### config.mk
export PLATFORM = sky130hd
export DESIGN_NAME = pr_arb
export DESIGN_NICKNAME = d
export VERILOG_FILES = /design/src/rtl/pr_arb.sv
export SDC_FILE = /design/constraint.sdc
export NUM_CORES = 1
export LEC_CHECK = 0
export BUFFER_PORTS_ARGS = -buffer_cell sky130_fd_sc_hd__buf_2
export CORE_MARGIN = 10
export CORE_UTILIZATION = 42
export DETAILED_ROUTE_END_ITERATION = 7
export GPL_ROUTABILITY_DRIVEN = 0
export PLACE_DENSITY = 0.76
export SETUP_SLACK_MARGIN = 0.3
export SKIP_LAST_GASP = 1
export SYNTH_ARGS = -nofsm -noshare
export SYNTH_HDL_FRONTEND = slang
export SYNTH_SLANG_ARGS = --single-unit
### constraint.sdc
create_clock -name clk_sys -period 1.75 [get_ports clk_sys]
set_clock_uncertainty 0.05 [all_clocks]
set_input_delay 0.525 -clock clk_sys [delete_from_list [all_inputs] [get_ports clk_sys]]
set_output_delay 0.525 -clock clk_sys [all_outputs]
set_load 0.01 [all_outputs]
### src/rtl/pr_arb.sv
// Register-file access arbiter between the CPU and the control panel.
// Each access runs through a fixed four-cycle IDLE/SETUP/STROBE/HOLD sequence.
module pr_arb #(
  parameter int CP_STARVE = 4
) (
  input  logic        clk_sys,
  input  logic        clm_,
  input  logic        blr_,
  input  logic        cpu_req,
  input  logic        cpu_we,
  input  logic [2:0]  cpu_reg,
  input  logic [15:0] cpu_wdata,
  output logic        cpu_ack,
  input  logic        cp_req,
  input  logic        cp_we,
  input  logic [2:0]  cp_reg,
  input  logic [15:0] cp_wdata,
  output logic        cp_ack,
  input  logic [15:0] l,
  output logic [15:0] w,
  output logic        ra_,
  output logic        rb_,
  output logic        rc_,
  output logic        w_r_,
  output logic        strob1_,
  output logic [15:0] rdata,
  output logic        busy
);

  typedef enum logic [1:0] {IDLE = 2'd0, SETUP = 2'd1, STROBE = 2'd2, HOLD = 2'd3} state_t;

  localparam logic [2:0] STARVE = 3'(CP_STARVE);

  state_t      state_q, state_d;
  logic [2:0]  streak_q, streak_d;
  logic [2:0]  reg_q, reg_d;
  logic        we_q, we_d;
  logic        win_cp_q, win_cp_d;
  logic [15:0] wdata_q, wdata_d;
  logic [15:0] rdata_q, rdata_d;
  logic        grant_cp;

  always_ff @(posedge clk_sys or negedge clm_) begin
    if (!clm_) begin
      state_q  <= IDLE;
      streak_q <= '0;
      reg_q    <= '0;
      we_q     <= 1'b0;
      win_cp_q <= 1'b0;
      wdata_q  <= '0;
      rdata_q  <= '0;
    end else begin
      state_q  <= state_d;
      streak_q <= streak_d;
      reg_q    <= reg_d;
      we_q     <= we_d;
      win_cp_q <= win_cp_d;
      wdata_q  <= wdata_d;
      rdata_q  <= rdata_d;
    end
  end

  always_comb begin
    state_d  = state_q;
    streak_d = streak_q;
    reg_d    = reg_q;
    we_d     = we_q;
    win_cp_d = win_cp_q;
    wdata_d  = wdata_q;
    rdata_d  = rdata_q;
    grant_cp = 1'b0;
    case (state_q)
      IDLE: begin
        if (blr_ && (cpu_req || cp_req)) begin
          // The panel wins a contested grant only once the CPU streak has hit the limit.
          grant_cp = cp_req && (!cpu_req || (streak_q == STARVE));
          win_cp_d = grant_cp;
          reg_d    = grant_cp ? cp_reg    : cpu_reg;
          we_d     = grant_cp ? cp_we     : cpu_we;
          wdata_d  = grant_cp ? cp_wdata  : cpu_wdata;
          if (grant_cp || !cp_req) begin
            streak_d = '0;
          end else if (streak_q != STARVE) begin
            streak_d = streak_q + 3'd1;
          end
          state_d = SETUP;
        end
      end
      SETUP:  state_d = STROBE;
      STROBE: begin
        if (!we_q) begin
          rdata_d = l;
        end
        state_d = HOLD;
      end
      HOLD:    state_d = IDLE;
      default: state_d = IDLE;
    endcase
  end

  always_comb begin
    w       = '0;
    ra_     = 1'b1;
    rb_     = 1'b1;
    rc_     = 1'b1;
    w_r_    = 1'b1;
    strob1_ = 1'b1;
    cpu_ack = 1'b0;
    cp_ack  = 1'b0;
    busy    = (state_q != IDLE);
    if (state_q != IDLE) begin
      {rc_, rb_, ra_} = ~reg_q;
      w               = wdata_q;
      w_r_            = ~we_q;
      strob1_         = (state_q != STROBE);
      cpu_ack         = (state_q == HOLD) && !win_cp_q;
      cp_ack          = (state_q == HOLD) && win_cp_q;
    end
  end

  assign rdata = rdata_q;

endmodule

==> run summary <==
Largest net degree at the start of global routing: 27
Final WS setup: -0.172 ns
GR Layer Usage met1: 17.1%
Hold WC Path Type: primary input to async pin
Clk_lat worst skew: 0.30 ns
#FFs+latches synth: 42
CTS tree: built
Failing checks: negative setup slack
Leakage: 1.77 nW
Max Clock Freq: 520 MHz
CP endpoint kind: output port
Clock tree buffer depth: 2
Initial antenna violation count: 0
Internal: 0.00368 W
Max-capacitance violation count: 0
Crit path max fanout: 5
Peak VDD IR: 674 uV
Final ANT Viol Nets: 0
Share of cells above drive strength 1: 62.2%
Core Region: 5110 sq um
Area of the multi-input gates: 1250 sq um
Status: finished, violations left
Input/output buffers: 100
Combinational Power Share: 60.2%
Syn_area_per_cell: 10.7 sq um
DR pass1 iterations: 4
CTS buffer count: 5
Met2 Use GR: 27.2%
Chip height: 92.8 um
DRC: 0
Mapped Nets: 274
Clk root buf: clkbuf_8
CP Class: register to output port
DIE AREA: 8600 sq um
Total power divided by cell area: 1640 nW/um^2
Vias per std cell: 5.18
Drt total wl: 7520 um
First-iteration detailed-routing DRC count: 99
Setup violations, final: 39
P_sw: 0.00222 W
Cell taking the most area after synthesis: dfrtp_1
Vias in the first global route: 2,229
Post-DP Area: 2900 sq um
Fin crit period: 1.92 ns
Ys Warns: 0
Ant diodes: 0
Most common cell after layout, fill and taps aside: buf_2
Worst-margin pin slew: 0.427 ns
CTS clk-pin slew, worst paths: 0.09 ns
Clock Power Share: 11.2%
Unique cell type count in the Yosys netlist: 29
Starting density of the core: 43.5%
Routed vias: 2,120
H-tree depth: 2
Final #Nets: 405
Area share of the largest cell type after synthesis: 47.3%
Tcrit/Tclk final: 110%
Placed Cells: 375
GRT Util Overall: 15.5%
Hpwl dp: 4810 um
WP data arrival: 1.35 ns
Final slew viol count: 0
Ports: 101
Post-synthesis cell area: 2220 sq um
GR Overflow Total: 0
First-pass GRT wire length: 10,900 um
Max_slew headroom: 71.5%
Reg area: 1050 sq um
Top Usage Layer GRT: met2
Worst endpoint required time: 1.17 ns
Fillers: 379
Final Hold Vio Count: 0
Met3 usage: 6.70%
Finished Cell Area: 3600 sq um
Sequential area share after synthesis: 47.3%
Clock Sinks: 42
Finished Layout Cells: 409
Startpoint Class: register
Post-Synthesis Cells: 207
Sw Ratio: 37.6%
Register share of total power: 28.6%
Row cnt: 26
Die width: 92.8 um
Worst Hold Slack: 0.0972 ns
Synth top area cells: dfrtp_1, o211ai_2, mux2_2
Detailed-route wire length per cell: 18.4 um
Final design utilization: 70.5%
Commonest non-fill, non-tap cells in the layout: buf_2, nand2_1, dfrtp_1
RSZ-0062 raised after global routing: yes
Layout overhead on the synthesized area: 62.0%
[area by class of cell]
cell class                      instances  area share (%)
Clock inverter                          3           0.695
Multi-Input combinational cell        143            34.7
Clock buffer                            5            1.91
Tap cell                               70            2.43
Sequential cell                        42            29.2
Timing Repair Buffer                  140            30.3
Inverter                                6           0.764
[final timing paths]
check                                  from     endpoint  slack, ns  cells after the start
worst min register to register  wdata_q[15]  wdata_q[15]       0.43                      2
max in group asynchronous              clm_     rdata[5]       1.07                      2
worst min-delay path                   clm_   wdata_q[1]        0.1                      1
min in group clk_sys                   l[3]     rdata[3]       0.40                      2
worst max-delay path             state_q[1]      cpu_ack      -0.17                      5
worst max register to register   state_q[0]    rdata[13]      -0.07                      9
[kinds of logic (layout without fill, tap and decap cells)]
kind of cell	count (synthesis)	in the layout	share of synthesized area, %
and+or+nand+nor	90	90	20.5
adders and majority gates	6	6	3.38
muxes	20	20	10.1
DFF	42	42	47.3
AOI/OAI and AO/OA	27	27	13.9
buffers and inverters	22	154	4.90
[through the flow]
step                TNS (ns)  setup WS [ns]  total power, W
floorplan                  0         0.0722         0.00322
global placement           0         0.0474         0.00409
detailed placement  -0.00540       -0.00540         0.00417
CTS                    -2.89         -0.192         0.00537
global route           -5.87         -0.237         0.00627
finish                 -3.74         -0.172         0.00590
[per-layer routing]
| metal | wire length [um] | vias up |
|---|---|---|
| li1 | - | 996 |
| met1 | 2980 | 1025 |
| met2 | 3780 | 89 |
| met3 | 681 | 10 |
| met4 | 74 | 0 |
| met5 | 0 | - |
[registers in the layout, summed over array words and instances (netlist names)]
name,cells
rdata,16
reg_q,3
state_q,2
streak_q,3
wdata_q,16
we_q,1
win_cp_q,1
[critical path, stage by stage (launching register included)]
cell     delay (ns)
dfrtp_1        0.37
inv_2          0.06
ha_4           0.19
buf_12         0.14
nor3b_4        0.14
buf_2          0.15
[synthesized netlist by cell type (all sizes together)]
cell type	count
o211a	1
nand4	20
nand3	1
inv	6
o211ai	22
nor4b	1
nor2	3
dfrtp	42
a21bo	1
and2	1
clkbuf	6
ha	6
a221o	1
buf	10
and3	1
o21ai	1
a22o	1
nor3b	1
mux2	19
mux2i	1
nand2	45
nor2b	17
[power groups by stage]
stage               sequential (W)  combinational, W  clock, W
floorplan                  0.00175           0.00147         0
global placement           0.00167           0.00242         0
detailed placement         0.00168           0.00248         0
CTS                        0.00166           0.00304  0.000673
global route               0.00175           0.00382  0.000702
finish                     0.00169           0.00355  0.000660
[what timing repair did]
item	4_1_cts	5_1_grt
gates resized for setup	30	34
cloned	3	2
setup endpoints to repair	65	64
pin swaps	1	16
buffers inserted	16	5
endpoints found under the hold margin	0	0
hold buffers	0	0
(Power assumes the default switching activity.)
